## config.mk

```make
export PLATFORM = sky130hd
export DESIGN_NAME = shift_unit_iterative
export DESIGN_NICKNAME = d
export VERILOG_FILES = /design/src/rtl/shift_pkg.sv /design/src/rtl/shift_step_1.sv /design/src/rtl/shift_unit_iterative.sv
export SDC_FILE = /design/constraint.sdc
export NUM_CORES = 1
export LEC_CHECK = 0
export ABC_CLOCK_PERIOD_IN_PS = 2650
export CELL_PAD_IN_SITES_DETAIL_PLACEMENT = 2
export CELL_PAD_IN_SITES_GLOBAL_PLACEMENT = 2
export CORE_MARGIN = 5
export CORE_UTILIZATION = 28
export CTS_CLUSTER_DIAMETER = 100
export DETAILED_ROUTE_END_ITERATION = 8
export PLACE_DENSITY_LB_ADDON = 0.1
export SYNTH_ARGS = -nofsm -noshare
export SYNTH_HDL_FRONTEND = slang
export SYNTH_SLANG_ARGS = --single-unit
export TNS_END_PERCENT = 50
```

## constraint.sdc

```tcl
create_clock -name clk_i -period 2.65 [get_ports clk_i]
set_clock_uncertainty 0.1 [all_clocks]
set_input_delay 0.795 -clock clk_i [delete_from_list [all_inputs] [get_ports clk_i]]
set_output_delay 0.795 -clock clk_i [all_outputs]
set_load 0.01 [all_outputs]
```

## src/rtl/shift_pkg.sv

```systemverilog
// Purpose : shared encodings for the iterative shifter (op codes, FSM states).
// Latency : n/a (types and constants only).
// Backpressure: n/a.
package shift_pkg;

   // ALU shift operation encodings as presented on op_i.
   typedef enum logic [1:0] {
      SH_SLL  = 2'b00,
      SH_SRL  = 2'b01,
      SH_SRA  = 2'b10,
      SH_PASS = 2'b11
   } sh_op_t;

   // Control FSM states of the iterative shifter.
   typedef enum logic [1:0] {
      S_IDLE  = 2'b00,
      S_SHIFT = 2'b01,
      S_DONE  = 2'b10
   } sh_state_t;

endpackage : shift_pkg

```

## src/rtl/shift_step_1.sv

```systemverilog
// Purpose : combinational single-bit shift step (one position per call).
// Latency : 0 cycles, purely combinational.
// Backpressure: none; output follows inputs.
// Ports   : i_op   - shift operation (sh_op_t)
//           i_data - current working value
//           o_data - value after one SLL/SRL/SRA step, or unchanged for pass
module shift_step_1
   import shift_pkg::*;
#(
   parameter int DATA_W = 32
)
(
   input  sh_op_t            i_op,
   input  logic [DATA_W-1:0] i_data,
   output logic [DATA_W-1:0] o_data
);

   always_comb begin
      o_data = i_data;
      case (i_op)
         SH_SLL:  o_data = {i_data[DATA_W-2:0], 1'b0};
         SH_SRL:  o_data = {1'b0, i_data[DATA_W-1:1]};
         // Sign fill from the current MSB; SRA never alters the MSB, so it
         // stays equal to the original operand sign for every step.
         SH_SRA:  o_data = {i_data[DATA_W-1], i_data[DATA_W-1:1]};
         default: o_data = i_data;
      endcase
   end

endmodule : shift_step_1

```

## src/rtl/shift_unit_iterative.sv

```systemverilog
// Purpose : multi-cycle SLL/SRL/SRA shifter, one bit per clock, start/busy/done handshake.
// Latency : done_o high in the cycle after edge k+N+1 (start at edge k, N = captured shamt).
// Backpressure: start_i accepted only in IDLE or DONE; ignored while busy_o is high.
// Ports   : clk_i   - clock, rising edge
//           rst_i   - asynchronous active-low reset
//           start_i - request, sampled when idle or in the done cycle
//           op_i    - 00 SLL, 01 SRL, 10 SRA, 11 pass-through
//           data_i  - operand, captured with an accepted start
//           shamt_i - shift amount, captured with an accepted start
//           busy_o  - high while shifting
//           done_o  - one-cycle pulse, data_o holds the result
//           data_o  - working/result register, held after done until next start
module shift_unit_iterative
   import shift_pkg::*;
#(
   parameter int DATA_W  = 32,
   parameter int SHAMT_W = 5
)
(
   input  logic               clk_i,
   input  logic               rst_i,
   input  logic               start_i,
   input  logic [1:0]         op_i,
   input  logic [DATA_W-1:0]  data_i,
   input  logic [SHAMT_W-1:0] shamt_i,
   output logic               busy_o,
   output logic               done_o,
   output logic [DATA_W-1:0]  data_o
);

   sh_state_t          r_state;
   sh_op_t             r_op;
   logic [SHAMT_W-1:0] r_cnt;
   logic [DATA_W-1:0]  r_data;
   logic               r_busy;
   logic               r_done;

   logic               w_accept;
   sh_op_t             w_op_in;
   logic [DATA_W-1:0]  w_step;

   assign w_op_in  = sh_op_t'(op_i);
   // New work is taken only when no shift is in flight; the DONE cycle also
   // accepts so that operations can run back to back.
   assign w_accept = start_i && ((r_state == S_IDLE) || (r_state == S_DONE));

   shift_step_1 #(
      .DATA_W (DATA_W)
   ) u_step (
      .i_op   (r_op),
      .i_data (r_data),
      .o_data (w_step)
   );

   always_ff @(posedge clk_i or negedge rst_i) begin
      if (!rst_i) begin
         r_state <= S_IDLE;
         r_op    <= SH_SLL;
         r_cnt   <= '0;
         r_data  <= '0;
         r_busy  <= 1'b0;
         r_done  <= 1'b0;
      end else if (w_accept) begin
         r_state <= S_SHIFT;
         r_op    <= w_op_in;
         // Pass-through skips straight to completion with zero steps.
         r_cnt   <= (w_op_in == SH_PASS) ? '0 : shamt_i;
         r_data  <= data_i;
         r_busy  <= 1'b1;
         r_done  <= 1'b0;
      end else begin
         case (r_state)
            S_SHIFT: begin
               if (r_cnt == '0) begin
                  r_state <= S_DONE;
                  r_busy  <= 1'b0;
                  r_done  <= 1'b1;
               end else begin
                  r_data  <= w_step;
                  r_cnt   <= r_cnt - SHAMT_W'(1);
               end
            end
            S_DONE: begin
               r_state <= S_IDLE;
               r_done  <= 1'b0;
            end
            default: begin
               r_state <= S_IDLE;
               r_busy  <= 1'b0;
               r_done  <= 1'b0;
            end
         endcase
      end
   end

   assign busy_o = r_busy;
   assign done_o = r_done;
   assign data_o = r_data;

endmodule : shift_unit_iterative

```

# == Yosys cells after proc, flatten, opt, wreduce, memory -nomap -nowiden ==
# Index checks and enable logic that the tools add are counted.
# word_totals
output_inout_bits,34
regBits,43
in_bits,42
# op_classes
mux,17
add_sub_neg,1
reduce_logical,12
n_eq_ne,9
# ops
cell,count
32-bit 2-to-1 mux,3
32-bit one-hot mux with 3 select lines,1
5-bit 2-to-1 mux,4
2-bit == test (second input constant),3
2-bit 2-to-1 mux,3
2-bit != test (second input constant),3
5-bit logical NOT,1
1-bit 2-to-1 mux,5
5-bit by 1-bit subtractor with 5-bit output (second input constant),1
2-bit by 1-bit == test with 1-bit output (second input constant),2
2-bit logical NOT,2
2-bit AND reduction,2
4-bit AND reduction,1
4-bit nonzero test,1
3-bit != test (second input constant),1
3-bit AND reduction,1
3-bit nonzero test,1
1-bit one-hot mux with 2 select lines,1
2-bit nonzero test,1
1-bit logical AND,1
1-bit logical OR,1

# == Logic depth before layout (Yosys ltp) ==
# Gate-level depths: netlist (run 1).
# depth
ltp_word,5
depth_mapped,7
mapped_depth_nobuf,6

# == Cells and area by module ==
# A second synthesis (run 1) with hierarchy kept.
# hier_totals
cells_unflattened,338
area_unflattened_um2,3144.3
# modules_own_cells
module,cells_each,area_each_um2,seq_area_each_um2,n_inst
shift_unit_iterative,232,2060.7,1051.0,1
shift_step_1,106,1083.5,0.0,1

# == Worst setup path after synthesis (run 1) ==
# Ideal clock, no wire load.
# synth_path
path_type,input port to flip-flop
start,input port start_i
end,"register r_data[10], in the netlist data_o[10]"
path_slack_ps,791
arrival_ps,1622
stages,6
n_path_buf,2
path_cell_list,nor2b_1 > buf_2 > clkbuf_1 > a221o_1 > o21ai_0 > a21oi_1
# synth_between
elab_chain_len,3
word_cells_on_any_way,6
cone_classes,eq/ne: 1; mux: 1; reduce/logical: 4
# synth_rtl
element,line,text
"start, declared",shift_unit_iterative.sv:22,"input logic start_i,"
1-bit logical AND *,shift_unit_iterative.sv:45,assign w_accept = start_i && ((r_state == S_IDLE) || (r_state == S_DONE));
4-bit nonzero test (no line) (tied with other cells),n/a,
3-bit AND reduction (no line),n/a,
"end signal, assigned",shift_unit_iterative.sv:68,r_data <= data_i;
"end signal, assigned",shift_unit_iterative.sv:79,r_data <= w_step;
"end, declared",shift_unit_iterative.sv:34,logic [DATA_W-1:0] r_data;
# Every way passes the cells marked *; elsewhere a longest branch is shown, timed or not.
# A chain may end at the register's enable or synchronous reset.

# == Final worst setup path (run 1) ==
# layout_path
start,"register r_data[21], in the netlist data_o[21]"
end,output port data_o[21]
# layout_rtl
element,line,text
"end, declared",shift_unit_iterative.sv:28,output logic [DATA_W-1:0] data_o
# No word-level cell between the ends.

==> impl_metrics.xml, run 1 <==
<?xml version="1.0" encoding="UTF-8"?>
<metrics>
  <group name="cts">
    <metric name="postCtsHoldBufs" unit="">0</metric>
    <metric name="cts_resized" unit="">0</metric>
    <metric name="tritoncts" unit="">built</metric>
    <metric name="number_of_buffers_added_by_the_clock_tree_synthesis_step" unit="">5</metric>
    <metric name="cts-htree-levels" unit="">2</metric>
    <metric name="root_buffer" unit="">sky130_fd_sc_hd__clkbuf_8</metric>
    <metric name="cts.reportedPaths.clkPinSlew" unit="ns">0.08</metric>
    <metric name="clk_latency" unit="ns">0.30</metric>
    <metric name="max-clock-path-buffers" unit="">2</metric>
    <metric name="clock_sinks" unit="">42</metric>
    <metric name="postCtsSetupRepairBufs" unit="">0</metric>
  </group>
  <group name="finish">
    <metric name="num_antenna_cells" unit="">0</metric>
    <metric name="areaGrowthSynthToFinish" unit="%">44.9</metric>
    <metric name="final_layout_size_suffix_gt1_share" unit="%">6.82</metric>
    <metric name="fillerInstances" unit="">825</metric>
    <metric name="layout.area.seq" unit="sq mm">0.00105</metric>
    <metric name="layout.core_utilization" unit="%">41.6</metric>
    <metric name="multi_input_area" unit="sq mm">0.00106</metric>
    <metric name="count_of_nets_after_finishing" unit="">355</metric>
  </group>
  <group name="logic_synthesis">
    <metric name="synth.avg_cell_area" unit="sq um">9.37</metric>
    <metric name="netlist.top_cell.by_area" unit="">sky130_fd_sc_hd__dfrtp_1</metric>
    <metric name="synthCells" unit="">237</metric>
    <metric name="synth-warning-count" unit="">0</metric>
    <metric name="post_synth_num_cell_types" unit="">31</metric>
    <metric name="synth_top_cells_by_count" unit="">42 x sky130_fd_sc_hd__dfrtp_1, 36 x sky130_fd_sc_hd__nor2_1, 36 x sky130_fd_sc_hd__o21ai_0</metric>
    <metric name="synth.most_common_cell" unit="">sky130_fd_sc_hd__dfrtp_1</metric>
    <metric name="synth_async_sr_flop_share" unit="%">100</metric>
    <metric name="synthDominantCellAreaShare" unit="%">47.3</metric>
    <metric name="post_synth_edffs" unit="">0</metric>
    <metric name="synth.yosys.seq_area_share" unit="%">47.3</metric>
    <metric name="synth_fp_nets" unit="">283</metric>
    <metric name="synth_top_flop_cell" unit="">sky130_fd_sc_hd__dfrtp_1</metric>
    <metric name="synth_area" unit="sq mm">0.00222</metric>
    <metric name="ys_ff_latch" unit="">42</metric>
    <metric name="post_synth_main_area_contributors" unit="">sky130_fd_sc_hd__dfrtp_1 47%, sky130_fd_sc_hd__a221o_1 13%, sky130_fd_sc_hd__o21ai_0 8.1%, sky130_fd_sc_hd__a21oi_1 7.2%, sky130_fd_sc_hd__nor2_1 6.1%</metric>
  </group>
  <group name="setup_path">
    <metric name="critical-path-slowest-cell" unit="">sky130_fd_sc_hd__clkdlybuf4s50_1</metric>
    <metric name="startpoint_type" unit="">flop</metric>
    <metric name="timing.critical_path.to_type" unit="">output pin</metric>
    <metric name="crit_path_max_fanout" unit="">4</metric>
    <metric name="timing.critical_path.buf_inv" unit="">1</metric>
    <metric name="required" unit="ns">1.76</metric>
    <metric name="crit_path_cell_trace" unit="">clkdlybuf4s50_1</metric>
    <metric name="r2r.worst_path.cells" unit="">7</metric>
    <metric name="criticalPathCategory" unit="">reg2out</metric>
    <metric name="cp.depth" unit="">1</metric>
    <metric name="critical_path.top_delay_family" unit="">buffers and inverters</metric>
    <metric name="worstPathArrival" unit="ns">1.31</metric>
    <metric name="critical_path.max_stage_delay" unit="ns">0.57</metric>
  </group>
  <group name="pwr">
    <metric name="vdd_ir_drop_max" unit="mV">0.500</metric>
    <metric name="p_per_area" unit="mW/mm^2">1560</metric>
    <metric name="leakage" unit="nW">1.27</metric>
  </group>
  <group name="placement">
    <metric name="dpl.hpwl" unit="microns">5340</metric>
    <metric name="io_buffer_count" unit="">75</metric>
    <metric name="final_weighted_congestion_in_routability_driven_placement" unit="">0.707</metric>
  </group>
  <group name="sta">
    <metric name="rsz0062_at_grt" unit="">false</metric>
    <metric name="fin_setup_tns" unit="ns">0</metric>
    <metric name="timing_worst_slew_pin_value" unit="ns">0.708</metric>
    <metric name="timing.slew.headroom" unit="%">52.8</metric>
    <metric name="final-setup-viol-count" unit="">0</metric>
    <metric name="fin_crit_sh" unit="%">83.1</metric>
    <metric name="post-route-min-period" unit="ns">2.20</metric>
    <metric name="fmax" unit="MHz">454</metric>
    <metric name="hold_viol" unit="">0</metric>
    <metric name="final_max_slew_viol_count" unit="">0</metric>
  </group>
  <group name="route">
    <metric name="vias" unit="">2192</metric>
    <metric name="drt-wirelength-per-cell" unit="microns">18.4</metric>
    <metric name="drc_errors" unit="">0</metric>
    <metric name="route.final.wire_length" unit="microns">7560</metric>
    <metric name="residual_antenna_violating_net_count_after_detailed_routing" unit="">0</metric>
    <metric name="drt_first_iter_violations" unit="">33</metric>
    <metric name="drt-pass1-iter-count" unit="">4</metric>
    <metric name="via_per_inst" unit="">5.35</metric>
  </group>
  <group name="floorplanning">
    <metric name="fp.coreArea" unit="sq mm">0.00773</metric>
    <metric name="top_level_ports" unit="">76</metric>
    <metric name="start_util" unit="%">28.7</metric>
    <metric name="die-area" unit="sq mm">0.00981</metric>
    <metric name="die_boundary_height" unit="microns">99.1</metric>
    <metric name="placement_rows" unit="">32</metric>
    <metric name="die_w" unit="microns">99.1</metric>
  </group>
  <group name="grt">
    <metric name="globalRouteOverflowTotal" unit="">0</metric>
    <metric name="initial_antenna_violation_count" unit="">0</metric>
    <metric name="grt.total_usage" unit="%">15.8</metric>
    <metric name="first_global_vias" unit="">2417</metric>
    <metric name="grt_max_degree" unit="">37</metric>
    <metric name="global_route_wire_length_before_repair" unit="microns">12600</metric>
  </group>
  <group name="run_status">
    <metric name="outcome" unit="">completed</metric>
  </group>
  <group name="worst_hold_path">
    <metric name="min_path_type" unit="">in2async</metric>
  </group>
  <group name="job">
    <metric name="drv.max_cap_violation_count" unit="">0</metric>
  </group>
</metrics>
==> metrics by stage <==
stage	worst slack, ns	instance area (sq um)	power (mW)	hold WS, ns	std cells
global route	0.248	3220	5.45	0.412	410
detailed placement	0.225	3140	4.64	0.404	404
global placement	0.314	3140	4.52	0.395	404
CTS	0.410	3220	5.09	0.390	410
finish	0.448	3220	5.01	0.374	410
floorplan	0.791	2220	3.29	0.376	237
==> registers in the layout, indices dropped and copies added (netlist names) <==
register  cells
r_cnt         5
busy_o        1
done_o        1
data_o       32
r_state       1
r_op          2
==> placed cells by master, fill, tap and decap left out, drive strengths merged <==
master	Yosys	routed
ha	4	4
nand2	9	9
nand3	1	1
a32o	1	1
or3	1	1
clkdlybuf4s50	0	74
nand2b	2	2
o21ai	36	36
dfrtp	42	42
nor2b	2	2
or4	1	1
inv	5	5
a221o	29	29
o41ai	1	1
a21oi	32	32
or4b	1	1
buf	10	12
nor3	2	2
clkbuf	11	6
a41oi	1	1
o31ai	1	1
o311ai	1	1
a211oi	1	1
nor2	36	36
a22o	1	1
a221oi	1	1
mux2i	1	1
o221a	1	1
o21a	1	1
xnor2	1	1
nor4b	1	1
==> path summary, 6_finish.rpt <==
path | slack [ns] | from | end
max in group asynchronous | 1.36 | rst_i | r_state[0]
max | 0.45 | data_o[21] | data_o[21]
min in group clk_i | 0.41 | busy_o | busy_o
min | 0.37 | rst_i | data_o[27]
min reg2reg | 0.41 | busy_o | busy_o
max reg2reg | 0.46 | r_cnt[0] | data_o[25]
==> cell type report <==
class	count	share of cell area, %
repair buffers	86	27.3
well taps	102	3.97
flip-flops and latches	42	32.7
inverters	5	0.583
clock buffers	6	2.57
multi-input cells	169	32.9
==> cells by family after synthesis <==
family	share of synthesized area (%)
DFF	47.3
muxes	0.451
xor gates and xnor gates	0.394
adders and majority gates	2.25
buffers and inverters	5.07
and+or+nand+nor	11.5
AOI/OAI and AO/OA	33.0
==> where the power goes <==
part	leakage, nW	switching, mW	internal (mW)
Sequential	0.487	0.378	1.01
Combinational	0.739	1.60	1.60
Clock	0.0431	0.218	0.201
==> layer usage <==
metal  GRT usage, %  up-vias  share of wire, %
met1           21.2     1112                46
met2           26.1       46                49
met5              0        -                 0
li1               -     1028                 -
met3           3.26        6               4.2
met4           3.78        0              0.98
(Power assumes the default switching activity.)
==> run 2, diff against run 1 <==
Settings changed: ABC_CLOCK_PERIOD_IN_PS 2650 to 1900, CORE_UTILIZATION 28 to 24.
Clock period 2.65 ns to 1.9 ns, I/O delays scaled along.
==> run 2 against run 1 <==
  * Power rose by 68%
  * Global-route usage down 0.98 points
  * Largest cell class is now non-clock buffers
  * Critical path type is now reg2reg
  * Critical path depth grew 7
  * Die area rose by 15%
  * Sequential cell count unchanged
  * Non-clock buffer count is 30 higher
  * Worst setup slack got worse by 0.41 ns
  * Worst hold slack got worse by 0.24 ns
==> impl_metrics.xml, run 2 (synthesized netlist as in run 1, its figures left out) <==
<?xml version="1.0" encoding="UTF-8"?>
<metrics>
  <group name="finish">
    <metric name="multi_input_area" unit="sq mm">0.00112</metric>
    <metric name="fillerInstances" unit="">1026</metric>
    <metric name="count_of_nets_after_finishing" unit="">385</metric>
    <metric name="num_antenna_cells" unit="">0</metric>
    <metric name="layout.area.seq" unit="sq mm">0.00105</metric>
    <metric name="areaGrowthSynthToFinish" unit="%">64.7</metric>
    <metric name="layout.core_utilization" unit="%">40.2</metric>
    <metric name="final_design_area_no_fill" unit="sq mm">0.00366</metric>
    <metric name="largest_register_ffs" unit="">32</metric>
    <metric name="mostFrequentLayoutCells" unit="">41 x sky130_fd_sc_hd__dfrtp_1, 41 x sky130_fd_sc_hd__clkdlybuf4s50_1, 32 x sky130_fd_sc_hd__nor2_1</metric>
    <metric name="final_layout_size_suffix_gt1_share" unit="%">20.4</metric>
  </group>
  <group name="floorplanning">
    <metric name="start_util" unit="%">24.4</metric>
    <metric name="die-area" unit="sq mm">0.0113</metric>
    <metric name="placement_rows" unit="">35</metric>
    <metric name="die_w" unit="microns">106</metric>
    <metric name="fp.coreArea" unit="sq mm">0.00911</metric>
    <metric name="top_level_ports" unit="">76</metric>
    <metric name="die_boundary_height" unit="microns">106</metric>
  </group>
  <group name="route">
    <metric name="drt-pass1-iter-count" unit="">4</metric>
    <metric name="vias" unit="">2346</metric>
    <metric name="drc_errors" unit="">0</metric>
    <metric name="residual_antenna_violating_net_count_after_detailed_routing" unit="">0</metric>
    <metric name="drt-wirelength-per-cell" unit="microns">18.9</metric>
    <metric name="via_per_inst" unit="">5.21</metric>
    <metric name="route.final.wire_length" unit="microns">8510</metric>
    <metric name="drt_first_iter_violations" unit="">43</metric>
  </group>
  <group name="grt">
    <metric name="global_route_wire_length_before_repair" unit="microns">13400</metric>
    <metric name="initial_antenna_violation_count" unit="">0</metric>
    <metric name="grt_max_degree" unit="">43</metric>
    <metric name="grt.total_usage" unit="%">14.8</metric>
    <metric name="first_global_vias" unit="">2570</metric>
    <metric name="globalRouteOverflowTotal" unit="">0</metric>
  </group>
  <group name="setup_path">
    <metric name="crit_path_max_fanout" unit="">11</metric>
    <metric name="timing.critical_path.to_type" unit="">flop</metric>
    <metric name="crit_path_cell_trace" unit="">inv_2 -&gt; ha_2 -&gt; buf_4 -&gt; o21a_4 -&gt; buf_12 -&gt; a221o_1 -&gt; o21ai_1 -&gt; a21oi_1</metric>
    <metric name="critical_path.max_stage_delay" unit="ns">0.38</metric>
    <metric name="criticalPathCategory" unit="">reg2reg</metric>
    <metric name="required" unit="ns">1.98</metric>
    <metric name="startpoint_type" unit="">flop</metric>
    <metric name="critical-path-slowest-cell" unit="">sky130_fd_sc_hd__dfrtp_1</metric>
    <metric name="worstPathArrival" unit="ns">1.94</metric>
  </group>
  <group name="sta">
    <metric name="final-setup-viol-count" unit="">0</metric>
    <metric name="hold_viol" unit="">0</metric>
    <metric name="timing_worst_slew_pin_value" unit="ns">0.477</metric>
    <metric name="fin_setup_tns" unit="ns">0</metric>
    <metric name="post-route-min-period" unit="ns">1.86</metric>
    <metric name="final_max_slew_viol_count" unit="">0</metric>
    <metric name="postLayoutSetupSlackWorst" unit="ns">0.0385</metric>
    <metric name="fin_crit_sh" unit="%">98.0</metric>
    <metric name="timing.slew.headroom" unit="%">68.1</metric>
    <metric name="fmax" unit="MHz">537</metric>
    <metric name="rsz0062_at_grt" unit="">true</metric>
  </group>
  <group name="job">
    <metric name="drv.max_cap_violation_count" unit="">0</metric>
  </group>
  <group name="placement">
    <metric name="postPlaceCellArea" unit="sq mm">0.00333</metric>
    <metric name="final_weighted_congestion_in_routability_driven_placement" unit="">0.711</metric>
    <metric name="post-place-ws" unit="ns">-0.197</metric>
    <metric name="io_buffer_count" unit="">75</metric>
    <metric name="dpl.hpwl" unit="microns">5840</metric>
  </group>
  <group name="pwr">
    <metric name="vdd_ir_drop_max" unit="mV">0.720</metric>
    <metric name="leakage" unit="nW">1.54</metric>
    <metric name="post-layout-total-power" unit="mW">8.39</metric>
    <metric name="p_per_area" unit="mW/mm^2">2290</metric>
  </group>
  <group name="cts">
    <metric name="tritoncts" unit="">built</metric>
    <metric name="max-clock-path-buffers" unit="">2</metric>
    <metric name="clk_latency" unit="ns">0.30</metric>
    <metric name="cts-htree-levels" unit="">2</metric>
    <metric name="root_buffer" unit="">sky130_fd_sc_hd__clkbuf_8</metric>
    <metric name="cts.reportedPaths.clkPinSlew" unit="ns">0.08</metric>
    <metric name="clock_sinks" unit="">42</metric>
    <metric name="number_of_buffers_added_by_the_clock_tree_synthesis_step" unit="">5</metric>
  </group>
  <group name="run_status">
    <metric name="outcome" unit="">completed</metric>
  </group>
  <group name="worst_hold_path">
    <metric name="min_path_type" unit="">in2async</metric>
  </group>
</metrics>
-- run 2: cell types whose count changed in the layout (fill, tap and decap cells not counted), sizes merged --
cell / change
dlygate4sd2: +31
clkbuf: +6
buf: +25
dlymetal6s2s: +2
clkdlybuf4s50: -33
-- run 2: critical path: cells and delay by family (launching register included) --
kind	cells	cell delay, ns
AOI/OAI and AO/OA	4	0.72
adders and majority gates	1	0.20
buffers and inverters	3	0.35
DFF	1	0.38
-- run 2: what timing repair did --
| item | in CTS | in global routing |
|---|---|---|
| setup endpoints to repair | 62 | 35 |
| gates cloned | 1 | 5 |
| hold buffers | 0 | 0 |
| setup buffers | 2 | 4 |
| pin swaps | 2 | 5 |
| resized for setup | 40 | 31 |
-- run 2: power breakdown --
| part | switching [mW] | leakage (nW) | internal (mW) |
|---|---|---|---|
| clock | 0.310 | 0.0383 | 0.254 |
| combinational | 2.72 | 1.01 | 3.20 |
| sequential | 0.499 | 0.486 | 1.41 |
-- run 2: path summary, 6_finish.rpt --
check	start	endpoint	slack (ns)	cells past startpoint
max in group asynchronous	rst_i	data_o[6]	1.34	2
worst min-delay path	rst_i	data_o[26]	0.13	2
worst max register to register	r_op[0]	data_o[28]	0.04	8
worst min register to register	r_cnt[4]	done_o	0.41	1
min in group clk_i	r_cnt[4]	done_o	0.41	1
worst max-delay path	r_op[0]	data_o[28]	0.04	8
-- run 2: cell type report --
type | instances | share of cell area [%]
clock buffers | 7 | 2.09
inverters | 5 | 0.513
multi-input cells | 169 | 30.7
flip-flops and latches | 42 | 28.8
well taps | 111 | 3.80
repair buffers | 116 | 34.1
-- run 2: layer usage --
metal | vias to the layer above | share of wire, % | track usage (%) | wire length, microns
met1 | 1193 | 46 | 19.5 | 3920
met3 | 7 | 3.8 | 2.98 | 322
li1 | 1093 | - | - | -
met2 | 53 | 49 | 24.8 | 4190
met4 | 0 | 0.96 | 3.70 | 82
met5 | - | 0 | 0 | 0
-- run 2: per-stage QoR --
step	std cells	hold WS, ns
final	450	0.135
after global routing	450	0.148
after CTS	441	0.143
after detailed placement	431	0.404
after global placement	431	0.400
after floorplan	237	0.174
